==> src/rtl/read_ptr_empty_logic_pkg.sv <==
// Shared pointer helpers for the async FIFO pointer/flag blocks (read and write sides).
package read_ptr_empty_logic_pkg;

  // Flag bundle computed ahead of the register stage.
  typedef struct packed {
    logic empty;
    logic almost_empty;
    logic underflow;
  } rd_flags_t;

  function automatic logic [31:0] bin2gray(input logic [31:0] b);
    return b ^ (b >> 1);
  endfunction

  // Prefix XOR from the MSB down; unused upper bits are zero and stay zero.
  function automatic logic [31:0] gray2bin(input logic [31:0] g);
    logic [31:0] b;
    b[31] = g[31];
    for (int i = 30; i >= 0; i--) begin
      b[i] = b[i+1] ^ g[i];
    end
    return b;
  endfunction

endpackage

==> src/rtl/read_ptr_empty_logic_sync_2ff.sv <==
// Two-flop synchronizer for a Gray-coded pointer crossing into the local clock domain.
module sync_2ff #(
  parameter int WIDTH = 1
) (
  input  logic             clk,
  input  logic             reset,
  input  logic [WIDTH-1:0] d,
  output logic [WIDTH-1:0] q
);

  logic [WIDTH-1:0] q1;

  // NOTE: registered state uses non-blocking assignments so both stages sample the pre-edge values.
  always_ff @(posedge clk) begin
    if (reset) begin
      q1 <= '0;
      q  <= '0;
    end else begin
      q1 <= d;
      q  <= q1;
    end
  end

endmodule

==> src/rtl/read_ptr_empty_logic.sv <==
// Read-domain pointer, empty/almost-empty flags, occupancy and underflow for a Gray-pointer async FIFO.
module read_ptr_empty_logic
  import read_ptr_empty_logic_pkg::*;
#(
  parameter int          address      = 2,
  parameter int unsigned ALMOST_EMPTY = 1
) (
  input  logic             rclk,
  input  logic             rreset,
  input  logic             ren,
  input  logic [address:0] write_ptr_gray,
  output logic [address:0] read_ptr,
  output logic [address:0] read_ptr_gray,
  output logic             empty,
  output logic             almost_empty,
  output logic [address:0] rd_level,
  output logic             underflow
);

  localparam int W = address + 1;

  logic [W-1:0] wq2;
  logic [W-1:0] read_ptr_next;
  logic [W-1:0] rgray_next;
  logic [W-1:0] level_next;
  logic         rd_accept;
  rd_flags_t    flags_next;

  // write_ptr_gray is sampled nowhere else: only the synchronized copy feeds the compare.
  sync_2ff #(.WIDTH(W)) u_wsync (
    .clk   (rclk),
    .reset (rreset),
    .d     (write_ptr_gray),
    .q     (wq2)
  );

  // NOTE: every always_comb output gets a value on every path, so no latch is inferred.
  always_comb begin
    rd_accept     = ren & ~empty;
    read_ptr_next = read_ptr + W'(rd_accept);
    rgray_next    = W'(bin2gray(32'(read_ptr_next)));
    level_next    = W'(gray2bin(32'(wq2))) - read_ptr_next;
    flags_next.empty        = (rgray_next == wq2);
    flags_next.almost_empty = (32'(level_next) <= ALMOST_EMPTY);
    flags_next.underflow    = ren & empty;
  end

  // Flags look at the post-accept pointer, so draining the last word raises empty on that same edge.
  always_ff @(posedge rclk) begin
    if (rreset) begin
      read_ptr      <= '0;
      read_ptr_gray <= '0;
      empty         <= 1'b1;
      almost_empty  <= 1'b1;
      rd_level      <= '0;
      underflow     <= 1'b0;
    end else begin
      read_ptr      <= read_ptr_next;
      read_ptr_gray <= rgray_next;
      empty         <= flags_next.empty;
      almost_empty  <= flags_next.almost_empty;
      rd_level      <= level_next;
      underflow     <= flags_next.underflow;
    end
  end

endmodule

==> config.mk <==
export PLATFORM = sky130hd
export DESIGN_NAME = read_ptr_empty_logic
export DESIGN_NICKNAME = d
export VERILOG_FILES = /design/src/rtl/read_ptr_empty_logic_pkg.sv /design/src/rtl/read_ptr_empty_logic_sync_2ff.sv /design/src/rtl/read_ptr_empty_logic.sv
export SDC_FILE = /design/constraint.sdc
export NUM_CORES = 1
export LEC_CHECK = 0
export BUFFER_PORTS_ARGS = -buffer_cell sky130_fd_sc_hd__buf_2
export CAP_MARGIN = 30
export CORE_MARGIN = 1
export CORE_UTILIZATION = 48
export CTS_CLUSTER_SIZE = 16
export DETAILED_ROUTE_END_ITERATION = 12
export PLACE_DENSITY_LB_ADDON = 0.15
export REMOVE_ABC_BUFFERS = 1
export SLEW_MARGIN = 0
export SYNTH_ARGS = -nofsm -noshare
export SYNTH_HDL_FRONTEND = slang
export SYNTH_SLANG_ARGS = --single-unit
==> constraint.sdc <==
create_clock -name rclk -period 2.7 [get_ports rclk]
set_input_delay 0.27 -clock rclk [delete_from_list [all_inputs] [get_ports rclk]]
set_output_delay 0.27 -clock rclk [all_outputs]
set_load 0.01 [all_outputs]
* Word level (Yosys, flattened, before mapping)
Index checks and enable logic that the tools add are counted.
** Cells by class
- Bitwise logic cells :: 6
- Add/sub/neg operators :: 2
- Equality and inequality tests :: 1
- Magnitude comparators :: 1
** Operators by type and width (count)
- adder 3 x 1 -> 3 bit :: 1
- equality test 3 bit :: 1
- less-or-equal comparator 3 x 1 -> 1 bit (second input constant) :: 1
- subtractor 3 bit :: 1
- XOR 3 x 2 -> 3 bit :: 1
- AND 1 bit :: 2
- XOR 1 bit :: 2
- NOT 1 bit :: 1
** Word-level totals
- Register bits :: 18
- Logic and storage cells :: 18

* Depth between registers and ports, before layout
Gate-level depths: netlist (run 1).
- Depth in word-level cells :: 5
- Depth in mapped cells :: 8

* Modules after synthesis
From an unflattened synthesis (run 1), not the netlist that was laid out.
** Unflattened totals
- Cell total of the unflattened synthesis :: 55
- Area total of the unflattened synthesis :: 655.6 sq um
** Modules (own cells, without submodules)
- read_ptr_empty_logic :: area each 498.0 sq um, seq. area each 220.2 sq um, times used 1, cells each 43
- sync_2ff :: area each 157.7 sq um, seq. area each 120.1 sq um, times used 1, cells each 12

* Least setup slack after synthesis (run 1)
Ideal clock, no wire load.
- Kind :: reg2reg
- Start :: register empty
- End :: register almost_empty
- Library setup time :: 62 ps
- Cell stages (with the launch flop) :: 9
- Arrival :: 1891 ps
- Data required time :: 2638 ps
- Setup slack :: 747 ps
- Cell sequence :: dfxtp_1 nor2b_1 ha_1 ha_1 inv_1 fa_1 nor2b_1 mux2_4 nor2_2
** On the way
- Cells in the longest elaborated chain, start to end :: 5
** RTL lines
- start: declaration :: RTL line read_ptr_empty_logic.sv:14 : output logic empty,
- start signal: assignment :: RTL line read_ptr_empty_logic.sv:60 : empty <= flags_next.empty;
- NOT 1 bit :: RTL line read_ptr_empty_logic.sv:39 : rd_accept = ren & ~empty;
- AND 1 bit :: RTL line read_ptr_empty_logic.sv:39
- adder 3 x 1 -> 3 bit :: RTL line read_ptr_empty_logic.sv:40 : read_ptr_next = read_ptr + W'(rd_accept);
- via read_ptr_next[1] :: RTL line read_ptr_empty_logic.sv:23 : logic [W-1:0] read_ptr_next;
- subtractor 3 bit :: RTL line read_ptr_empty_logic.sv:42 : level_next = W'(gray2bin(32'(wq2))) - read_ptr_next;
- less-or-equal comparator 3 x 1 -> 1 bit :: RTL line read_ptr_empty_logic.sv:44 : flags_next.almost_empty = (32'(level_next) <= ALMOST_EMPTY);
- end signal: assignment :: RTL line read_ptr_empty_logic.sv:61 : almost_empty <= flags_next.almost_empty;
- end: declaration :: RTL line read_ptr_empty_logic.sv:15 : output logic almost_empty,
The timed path passes the listed nets, and every way through them passes these cells.
A chain may end at the register's enable or synchronous reset.

* Worst setup path after layout (run 1)
Ends and elaborated chain as after synthesis.

==> summary.txt, run 1 <==
GRT
  • Total global routing overflow: 0
  • Initial antenna violation count: 0
  • Total GRT Usage: 0.162
  • Largest net degree at the start of global routing: 18
  • Number of global-route vias before repair: 382
  • First-pass GRT wire length: 1.48 mm

Layout
  • Nets@finish: 85
  • Layout cells sized above 1: 0.311
  • Final non-filler cell total: 88
  • Ant. Diodes: 0
  • Layout Utilization: 0.653
  • Area Overhead vs Synth: 18.1%

Setup path
  • Crit Path Class: register to register
  • WP data arrival: 2.25 ns
  • R2R setup slack: 0.68 ns
  • Crit. Startpoint: empty
  • Largest stage delay, worst path: 0.44 ns
  • WP data required: 2.94 ns
  • Worst Setup End Kind: register
  • Slowest CP cell: fa_1
  • Cell Chain, Critical Path: nor2b_1 -> ha_1 -> ha_1 -> inv_1 -> fa_1 -> nor2b_1 -> mux2_4 -> nor2_2
  • CP Max Fanout: 4
  • Critical path startpoint category: register
  • Worst flop-to-flop path startpoint: empty
  • Top cell family by delay on the critical path: adder cells
  • Worst Path Buf+Inv: 1

Synthesis
  • Post-Synth Simple-Gate Area: 0.156
  • Post-synthesis mux area share: 0.0229
  • Synth area leaders: dfxtp_1 52%, nor2b_1 9.5%, xor3_1 7.3%
  • Combinational family with the most area after synthesis: XOR/XNOR gates
  • Yosys top cell area share: 0.519
  • Seq/Total Area, Yosys: 0.519
  • Adder-Cell Fraction of Synth Area: 0.0878
  • Cell taking the most area after synthesis: dfxtp_1
  • Post-synthesis xor/xnor area fraction: 0.174
  • Synthesized cell area: 656 um^2
  • Yosys Warn Count: 0
  • Synth Area in Compound Gates: 0.0115
  • Synthesized flop and latch total: 17
  • Cells after synthesis: 55
  • Synth unique cells: 16
  • Synth Area per Inst: 11.9 um^2

Floorplanning
  • Die area: 1520 um^2
  • Initial core utilization: 0.553
  • Die Width: 39.0 um
  • Rows: 12
  • Die height: 39.0 um
  • Core area: 1190 um^2
  • Io pins: 18

Clock tree
  • CTS max path bufs: 2
  • Post-CTS Setup Bufs: 0
  • H-Tree Level Count: 1
  • TritonCTS clock tree: yes
  • Inserted Clock Buffers: 3
  • Clk sinks: 17
  • Clock slew at reported path FFs: 0.10 ns
  • Hold buffer count at cts: 0
  • Root Driver: clkbuf_4
  • Clk_lat worst skew: 0.29 ns
  • Post-CTS resize count: 0

Timing
  • Tightest Pin Transition: 0.292 ns
  • Rel. slew slack: 0.805
  • RSZ-0062 raised after global routing: false
  • Min Tclk post-route: 2.02 ns
  • Fmax: 496 MHz
  • Final setup viols: 0
  • Pins over their slew limit: 0
  • Final hold viol count: 0
  • Setup_tns: 0 ns
  • Skew final: 0.00340 ns
  • Final period util: 0.747

Detailed routing
  • DRT Pass-1 Iters: 3
  • Post-DR wirelength/cell: 9.44 um
  • Post-Route WL: 831 um
  • Initial drt markers: 4
  • Post-DRT Antenna Nets: 0
  • DRC viols: 0
  • DR vias/cell: 4.58
  • Via count: 403

Power and ir drop
  • Leakage: 0.374 nW
  • PwrDens: 657 nW/um^2
  • Max IR drop VDD: 0.350 mV
  • Tot Pwr: 0.509 mW

Worst hold path
  • Worst hold path class: input port to register
  • Hold_sp: write_ptr_gray[0]

Flow run
  • Max Cap Violations: 0

Placement
  • Detailed Place HPWL: 609 um
  • Placed cell count: 84
  • Final GP Congestion: 0.695
  • Count of input and output buffers: 17

Outcome
  • Outcome: finished, final reports clean
layer usage:
layer / GRT usage / vias to the layer above / share of wire
li1: - / 208 / -
met5: 0 / - / 0
met4: 0.129 / 0 / 0
met3: 0.0867 / 0 / 0.054
met2: 0.258 / 19 / 0.50
met1: 0.151 / 176 / 0.45
Yosys cell counts (all sizes together):
library cell  number
a21o               1
buf                1
clkbuf             1
dfxtp             17
fa                 1
ha                 3
inv                2
mux2               1
nand2              1
nor2               9
nor2b             10
xnor2              3
xnor3              1
xor2               2
xor3               2
path summary, 6_finish.rpt:
path / to / depth (start not counted)
hold / removal: u_wsync.q1[0] / 2
hold reg to reg: u_wsync.q[0] / 1
setup / recovery: almost_empty / 8
setup reg to reg: almost_empty / 8
stage by stage:
| step | area (um^2) | worst slack (ns) | hold slack, ns |
|---|---|---|---|
| after detailed placement | 747 | 0.580 | 0.430 |
| after floorplan | 644 | 0.747 | 0.337 |
| after global routing | 774 | 0.543 | 0.164 |
| after CTS | 774 | 0.662 | 0.183 |
| after global placement | 747 | 0.613 | 0.417 |
| final | 774 | 0.684 | 0.190 |
layout make-up:
type	count	area, um^2
Clock buffer	3	22.5
Multi-Input combinational cell	34	297
Clock inverter	1	5.00
Tap cell	14	17.5
Fill cell	99	412
Sequential cell	17	340
Inverter	2	7.51
Timing Repair Buffer	17	85.1
power breakdown:
group	switching [mW]	internal (mW)	total [mW]	leakage, nW
registers	0.00729	0.274	0.281	0.140
clock network	0.0784	0.0550	0.133	0.0177
logic	0.0445	0.0494	0.0939	0.217
registers in the layout, indices dropped and copies added, names as in the netlist:
signal	cells
almost_empty	1
empty	1
rd_level	3
read_ptr	3
read_ptr_gray	2
u_wsync.q	3
u_wsync.q1	3
underflow	1
placed cells by master (no fill, tap or decap):
cell and n:
a21o_1 1, buf_2 17, clkbuf_4 3, clkinv_2 1, dfxtp_1 17, fa_1 1, ha_1 3, inv_1 2
mux2_4 1, nand2_1 1, nor2_1 8, nor2_2 1, nor2b_1 10, xnor2_1 3, xnor3_1 1, xor2_1 2
xor3_1 2
cell families (layout without fill, tap and decap cells):
group	count (synthesis)	after routing
AO/OA/AOI/OAI	1	1
XOR/XNOR	8	8
adder cells (fa/ha/maj)	4	4
buffers and inverters	4	23
flip-flops	17	17
multiplexers	1	1
AND/OR/NAND/NOR	20	20
No activity file was read; power rests on OpenSTA's default activity.
==> inputs of run 2 (changes only) <==
--- a/config.mk
+++ b/config.mk
@@ -5,10 +5,11 @@
 export SDC_FILE = /design/constraint.sdc
 export NUM_CORES = 1
 export LEC_CHECK = 0
+export ABC_AREA = 1
 export BUFFER_PORTS_ARGS = -buffer_cell sky130_fd_sc_hd__buf_2
 export CAP_MARGIN = 30
 export CORE_MARGIN = 1
-export CORE_UTILIZATION = 48
+export CORE_UTILIZATION = 44
 export CTS_CLUSTER_SIZE = 16
 export DETAILED_ROUTE_END_ITERATION = 12
 export PLACE_DENSITY_LB_ADDON = 0.15
==> constraint.sdc (replaced) <==
create_clock -name rclk -period 1.73 [get_ports rclk]
set_input_delay 0.173 -clock rclk [delete_from_list [all_inputs] [get_ports rclk]]
set_output_delay 0.173 -clock rclk [all_outputs]
set_load 0.01 [all_outputs]
==> summary.txt, run 2 <==
Outcome
  • Outcome: finished, final reports clean (unchanged)

Placement
  • Detailed Place HPWL: 828 um (was 609 um)
  • Final GP Congestion: 0.769 (was 0.695)
  • Count of input and output buffers: 17 (unchanged)
  • Placed Area: 820 um^2 (was 747 um^2)

Clock tree
  • Clock slew at reported path FFs: 0.09 ns (was 0.10 ns)
  • Root Driver: clkbuf_4 (unchanged)
  • CTS max path bufs: 2 (unchanged)
  • Clk_lat worst skew: 0.29 ns (about the same)
  • H-Tree Level Count: 1 (unchanged)
  • Clk sinks: 17 (unchanged)
  • TritonCTS clock tree: yes (unchanged)
  • Inserted Clock Buffers: 3 (unchanged)

Detailed routing
  • DR vias/cell: 4.43 (was 4.58)
  • Post-DR wirelength/cell: 9.42 um (was 9.44 um)
  • Post-Route WL: 1.18 mm (was 831 um)
  • DRT Pass-1 Iters: 4 (was 3)
  • Initial drt markers: 5 (was 4)
  • DRC viols: 0 (unchanged)
  • Post-DRT Antenna Nets: 0 (unchanged)
  • Via count: 554 (was 403)

Power and ir drop
  • Max IR drop VDD: 0.538 mV (was 0.350 mV)
  • PwrDens: 938 nW/um^2 (was 657 nW/um^2)
  • Leakage: 0.445 nW (was 0.374 nW)

Timing
  • RSZ-0062 raised after global routing: true (was false)
  • WHS: 0.0730 ns (was 0.190 ns)
  • Final period util: 0.982 (was 0.747)
  • Final setup viols: 0 (unchanged)
  • Setup_tns: 0 ns (unchanged)
  • Pins over their slew limit: 0 (unchanged)
  • Final hold viol count: 0 (unchanged)
  • Tightest Pin Transition: 0.286 ns (was 0.292 ns)
  • Rel. slew slack: 0.809 (was 0.805)
  • Min Tclk post-route: 1.70 ns (was 2.02 ns)
  • Fmax: 588 MHz (was 496 MHz)
  • Skew final: 0.00125 ns (was 0.00340 ns)

GRT
  • Number of global-route vias before repair: 519 (was 382)
  • Largest net degree at the start of global routing: 17 (was 18)
  • First-pass GRT wire length: 1.99 mm (was 1.48 mm)
  • Total global routing overflow: 0 (unchanged)
  • Total GRT Usage: 0.155 (was 0.162)
  • Initial antenna violation count: 0 (unchanged)

Setup path
  • Most frequent CP cell: inv_2
  • Largest stage delay, worst path: 0.56 ns (was 0.44 ns)
  • Worst Path Buf+Inv: 2 (was 1)
  • Critical path startpoint category: register (unchanged)
  • WP data required: 1.93 ns (was 2.94 ns)
  • CP Max Fanout: 2 (was 4)
  • Top cell family by delay on the critical path: adder cells (unchanged)
  • Crit Path Class: register to register (unchanged)
  • Slowest CP cell: fa_2 (was fa_1)
  • Worst Setup End Kind: register (unchanged)
  • WP data arrival: 1.90 ns (was 2.25 ns)
  • Cell Chain, Critical Path: nor2_2 -> ha_2 -> ha_4 -> inv_2 -> fa_2 -> inv_2 -> nand3_1 -> nand2_1 (was nor2b_1 -> ha_1 -> ha_1 -> inv_1 -> fa_1 -> nor2b_1 -> mux2_4 -> nor2_2)

Floorplanning
  • Core area: 1380 um^2 (was 1190 um^2)
  • Io pins: 18 (unchanged)
  • Die Width: 41.5 um (was 39.0 um)
  • Initial core utilization: 0.498 (was 0.553)
  • Die height: 41.5 um (was 39.0 um)
  • Rows: 13 (was 12)
  • Die area: 1730 um^2 (was 1520 um^2)

Synthesis
  • Seq/Total Area, Yosys: 0.495 (was 0.519)
  • Yosys Warn Count: 0 (unchanged)
  • Top-count cell post-synth: dfxtp_1 (unchanged)
  • Ys flop type: dfxtp_1 (unchanged)
  • Top post-synthesis cells by count: 17 x dfxtp_1, 15 x nand2_1, 15 x nor2_1, 14 x inv_1, 7 x nand3_1 (was 17 x dfxtp_1, 10 x nor2b_1, 8 x nor2_1, 3 x ha_1, 3 x xnor2_1)
  • Post-synth ARST share: 0 (unchanged)
  • Yosys top cell area share: 0.495 (was 0.519)
  • Synth area leaders: dfxtp_1 49%, nand2_1 8.2%, nor2_1 8.2% (was dfxtp_1 52%, nor2b_1 9.5%, xor3_1 7.3%)
  • Synth Area per Inst: 8.00 um^2 (was 11.9 um^2)
  • Cells after synthesis: 86 (was 55)
  • Synthesized cell area: 688 um^2 (was 656 um^2)
  • Cell taking the most area after synthesis: dfxtp_1 (unchanged)
  • Number of flops mapped to enable cells by yosys: 0 (unchanged)
  • Synthesized flop and latch total: 17 (unchanged)
  • Synth unique cells: 16 (unchanged)

Layout
  • Layout cells sized above 1: 0.373 (was 0.311)
  • Ant. Diodes: 0 (unchanged)
  • Number of fill cells: 106 (was 99)
  • Multi-input gate area: 298 um^2 (was 297 um^2)
  • Most frequent cells in the layout: 17 x buf_2, 15 x nand2_1, 14 x nor2_1, 14 x dfxtp_1, 13 x inv_1 (was 17 x dfxtp_1, 17 x buf_2, 10 x nor2b_1)
  • Nets@finish: 121 (was 85)
  • Area Overhead vs Synth: 27.5% (was 18.1%)
  • FF/Latch Area: 344 um^2 (was 340 um^2)
  • Most common cell after layout, fill and taps aside: buf_2
  • Final instance area: 877 um^2 (was 774 um^2)

Worst hold path
  • Worst hold path class: input port to register (unchanged)

Flow run
  • Max Cap Violations: 0 (unchanged)
==> run 2: cell families (layout without fill, tap and decap cells) <==
group           count (synthesis)  in the layout  synth area share
xor+xnor                        2              2            0.0255
simple gates                   42             42             0.264
fa+ha+maj                       4              4            0.0836
buf+inv                        19             43             0.113
flops                          17             17             0.495
compound gates                  2              2            0.0200
==> run 2: layout make-up <==
class | count | area share
Sequential cell | 17 | 0.392
Multi-Input combinational cell | 50 | 0.340
Timing Repair Buffer | 23 | 0.148
Inverter | 16 | 0.0685
Clock buffer | 4 | 0.0300
Tap cell | 15 | 0.0214
==> run 2: report_power, final <==
part	leakage [nW]	internal (mW)	switching, mW
Combinational	0.290	0.0787	0.0919
Sequential	0.140	0.427	0.0117
Clock	0.0150	0.0898	0.124
Total	0.445	0.596	0.227
==> run 2: metal layers <==
layer  global-route usage  vias to the layer above  share of wire
li1                     -                      302              -
met1                0.164                      231           0.46
met2                0.263                       16           0.46
met3               0.0261                        5          0.037
met4                0.135                        0          0.041
met5                    0                        -              0
==> run 2: timing repair <==
action / CTS / global route
pin swaps: 1 / 3
hold buffers: 0 / 0
endpoints found under the setup margin: 2 / 2
resized for setup: 6 / 3
hold endpoints to repair: 0 / 0
setup buffers: 0 / 0
==> run 2: path summary, 6_finish.rpt <==
check                        to  slack, ns  cells after the start         startpoint
hold reg to reg    u_wsync.q[2]       0.40                      2      u_wsync.q1[2]
hold / removal    u_wsync.q1[2]       0.07                      3  write_ptr_gray[2]
setup reg to reg   almost_empty       0.03                      8              empty
setup / recovery   almost_empty       0.03                      8              empty
==> run 2: worst reg2reg max path: cells and delay by family, from the launching register on <==
| family | cells | cell delay, ns |
|---|---|---|
| flip-flops | 1 | 0.34 |
| AND/OR/NAND/NOR | 3 | 0.16 |
| buffers and inverters | 2 | 0.09 |
| adder cells (fa/ha/maj) | 3 | 1.02 |
==> run 2: stage by stage <==
| step | utilization | cells | power (mW) | setup slack (ns) |
|---|---|---|---|---|
| floorplan | - | 83 | 0.543 | -0.130 |
| global placement | 0.593 | 121 | 0.604 | -0.0143 |
| detailed placement | 0.593 | 121 | 0.605 | -0.0463 |
| CTS | 0.631 | 125 | 0.828 | 0.000441 |
| global route | 0.634 | 125 | 0.869 | -0.0332 |
| finish | 0.634 | 125 | 0.823 | 0.0307 |
==> inputs of run 3 (changes only) <==
--- a/config.mk
+++ b/config.mk
@@ -14,6 +14,7 @@
 export DETAILED_ROUTE_END_ITERATION = 12
 export PLACE_DENSITY_LB_ADDON = 0.15
 export REMOVE_ABC_BUFFERS = 1
+export SETUP_SLACK_MARGIN = 0.15
 export SLEW_MARGIN = 0
 export SYNTH_ARGS = -nofsm -noshare
 export SYNTH_HDL_FRONTEND = slang
==> summary.txt, run 3 (synthesis gave the netlist of run 2 again) <==
GRT
  • Initial antenna violation count: 0 (unchanged)
  • Total global routing overflow: 0 (unchanged)
  • Total GRT Usage: 0.163 (was 0.155)
  • Number of global-route vias before repair: 546 (was 519)
  • Largest net degree at the start of global routing: 17 (unchanged)
  • First-pass GRT wire length: 2.09 mm (was 1.99 mm)

Power and ir drop
  • Logic gate share of total power: 0.228 (was 0.207)
  • Int Pwr: 0.609 mW (was 0.596 mW)
  • Leakage: 0.456 nW (was 0.445 nW)
  • P_sw: 0.243 mW (was 0.227 mW)
  • Clock share of power: 0.254 (was 0.260)
  • Max IR drop VDD: 0.541 mV (was 0.538 mV)
  • Flop pwr share: 0.518 (was 0.533)
  • PwrDens: 931 nW/um^2 (was 938 nW/um^2)
  • Switching Fraction: 0.285 (was 0.276)

Layout
  • Area Overhead vs Synth: 33.1% (was 27.5%)
  • Final non-filler cell total: 126 (was 125)
  • Final instance area: 916 um^2 (was 877 um^2)
  • FF/Latch Area: 344 um^2 (unchanged)
  • Layout Utilization: 0.662 (was 0.634)
  • Most common cell after layout, fill and taps aside: buf_2 (unchanged)
  • Most frequent cells in the layout: 17 x buf_2, 14 x nor2_1, 14 x dfxtp_1 (was 17 x buf_2, 15 x nand2_1, 14 x nor2_1, 14 x dfxtp_1, 13 x inv_1)
  • Layout cells sized above 1: 0.405 (was 0.373)
  • Nets@finish: 122 (was 121)
  • Multi-input gate area: 323 um^2 (was 298 um^2)
  • Number of fill cells: 99 (was 106)
  • Ant. Diodes: 0 (unchanged)

Clock tree
  • H-Tree Level Count: 1 (unchanged)
  • TritonCTS clock tree: yes (unchanged)
  • Root Driver: clkbuf_4 (unchanged)
  • Clk sinks: 17 (unchanged)
  • Clock slew at reported path FFs: 0.10 ns (was 0.09 ns)
  • CTS max path bufs: 2 (unchanged)
  • Inserted Clock Buffers: 3 (unchanged)
  • Clk_lat worst skew: 0.29 ns (about the same)
  • Hold buffer count at cts: 0 (unchanged)

Floorplanning
  • Io pins: 18 (unchanged)
  • Initial core utilization: 0.498 (unchanged)
  • Die height: 41.5 um (unchanged)
  • Core area: 1380 um^2 (unchanged)
  • Rows: 13 (unchanged)
  • Die area: 1730 um^2 (unchanged)
  • Die Width: 41.5 um (unchanged)

Timing
  • Min Tclk post-route: 1.71 ns (was 1.70 ns)
  • Tightest Pin Transition: 0.292 ns (was 0.286 ns)
  • Pins over their slew limit: 0 (unchanged)
  • WHS: 0.0701 ns (was 0.0730 ns)
  • Fmax: 584 MHz (was 588 MHz)
  • Rel. slew slack: 0.805 (was 0.809)
  • RSZ-0062 raised after global routing: true (unchanged)
  • Final hold viol count: 0 (unchanged)
  • Final setup viols: 0 (unchanged)
  • Final period util: 0.989 (was 0.982)
  • Skew final: 0.000960 ns (was 0.00125 ns)

Placement
  • Detailed Place HPWL: 828 um (unchanged)
  • Placed Area: 820 um^2 (unchanged)
  • Final GP Congestion: 0.769 (unchanged)
  • Count of input and output buffers: 17 (unchanged)
  • Placed cell count: 121 (unchanged)

Detailed routing
  • Post-DR wirelength/cell: 10.1 um (was 9.42 um)
  • Via count: 571 (was 554)
  • DRC viols: 0 (unchanged)
  • DR vias/cell: 4.53 (was 4.43)
  • Initial drt markers: 6 (was 5)
  • DRT Pass-1 Iters: 4 (unchanged)
  • Post-DRT Antenna Nets: 0 (unchanged)
  • Post-Route WL: 1.27 mm (was 1.18 mm)

Worst hold path
  • Worst hold path class: input port to register (unchanged)
  • Hold_sp: write_ptr_gray[2] (unchanged)
  • Endpoint, Worst Hold: u_wsync.q1[2] (unchanged)
  • Min-Delay Path Depth: 3 (unchanged)

Setup path
  • Worst Setup End Kind: register (unchanged)
  • Reg2Reg Depth: 8 (unchanged)
  • R2R setup slack: 0.02 ns (was 0.03 ns)
  • WP data arrival: 1.91 ns (was 1.90 ns)
  • Worst flop-to-flop path startpoint: u_wsync.q[2] (was empty)
  • Critical path startpoint category: register (unchanged)
  • Crit Path Class: register to register (unchanged)
  • WP data required: 1.93 ns (about the same)
  • FF-to-FF End: almost_empty (unchanged)
  • CP Max Fanout: 2 (unchanged)

Flow run
  • Max Cap Violations: 0 (unchanged)

Outcome
  • Outcome: finished, final reports clean (unchanged)
-- run 3: layer usage --
layer,vias to the layer above,global-route usage,share of wire
li1,302,-,-
met1,248,0.169,0.44
met2,16,0.278,0.49
met3,5,0.0261,0.035
met4,0,0.142,0.036
met5,-,0,0
-- run 3: worst max-delay path by stage --
| stage | endpoint | slack, ns | startpoint |
|---|---|---|---|
| floorplan | almost_empty | -0.13 | empty |
| global placement | almost_empty | -0.01 | empty |
| detailed placement | almost_empty | -0.05 | empty |
| CTS | almost_empty | 0.06 | u_wsync.q[2] |
| global route | almost_empty | -0.04 | u_wsync.q[2] |
| finish | almost_empty | 0.02 | u_wsync.q[2] |
-- run 3: critical path, cell delays in order (launching register included) --
cell	delay [ns]
dfxtp_2	0.36
xor2_2	0.17
xor2_1	0.17
ha_1	0.17
inv_1	0.06
fa_2	0.53
inv_2	0.04
nand3_1	0.06
nand2_1	0.05
-- run 3: cell type report --
class	instances	share of cell area
clock buffers	4	0.0287
flip-flops and latches	17	0.376
inverters	16	0.0683
multi-input cells	50	0.352
well taps	15	0.0205
repair buffers	24	0.154
-- run 3: repair_timing --
| item | in CTS | in global routing |
|---|---|---|
| buffers inserted | 1 | 0 |
| resized for setup | 11 | 5 |
| setup endpoints to repair | 3 | 4 |
| pin swaps | 6 | 5 |
-- run 3: stage by stage --
step / setup WS, ns / total power [mW] / setup TNS, ns
floorplan: -0.130 / 0.543 / -0.209
global placement: -0.0143 / 0.604 / -0.0143
detailed placement: -0.0463 / 0.605 / -0.0463
CTS: 0.0603 / 0.846 / 0
global route: -0.0377 / 0.893 / -0.0377
finish: 0.0183 / 0.852 / 0
-- run 3: power by group through the flow --
stage | combinational (mW) | clock, mW | sequential (mW)
floorplan | 0.0811 | 0 | 0.462
global placement | 0.159 | 0 | 0.445
global route | 0.215 | 0.232 | 0.446
detailed placement | 0.160 | 0 | 0.445
finish | 0.194 | 0.216 | 0.442
CTS | 0.180 | 0.224 | 0.442
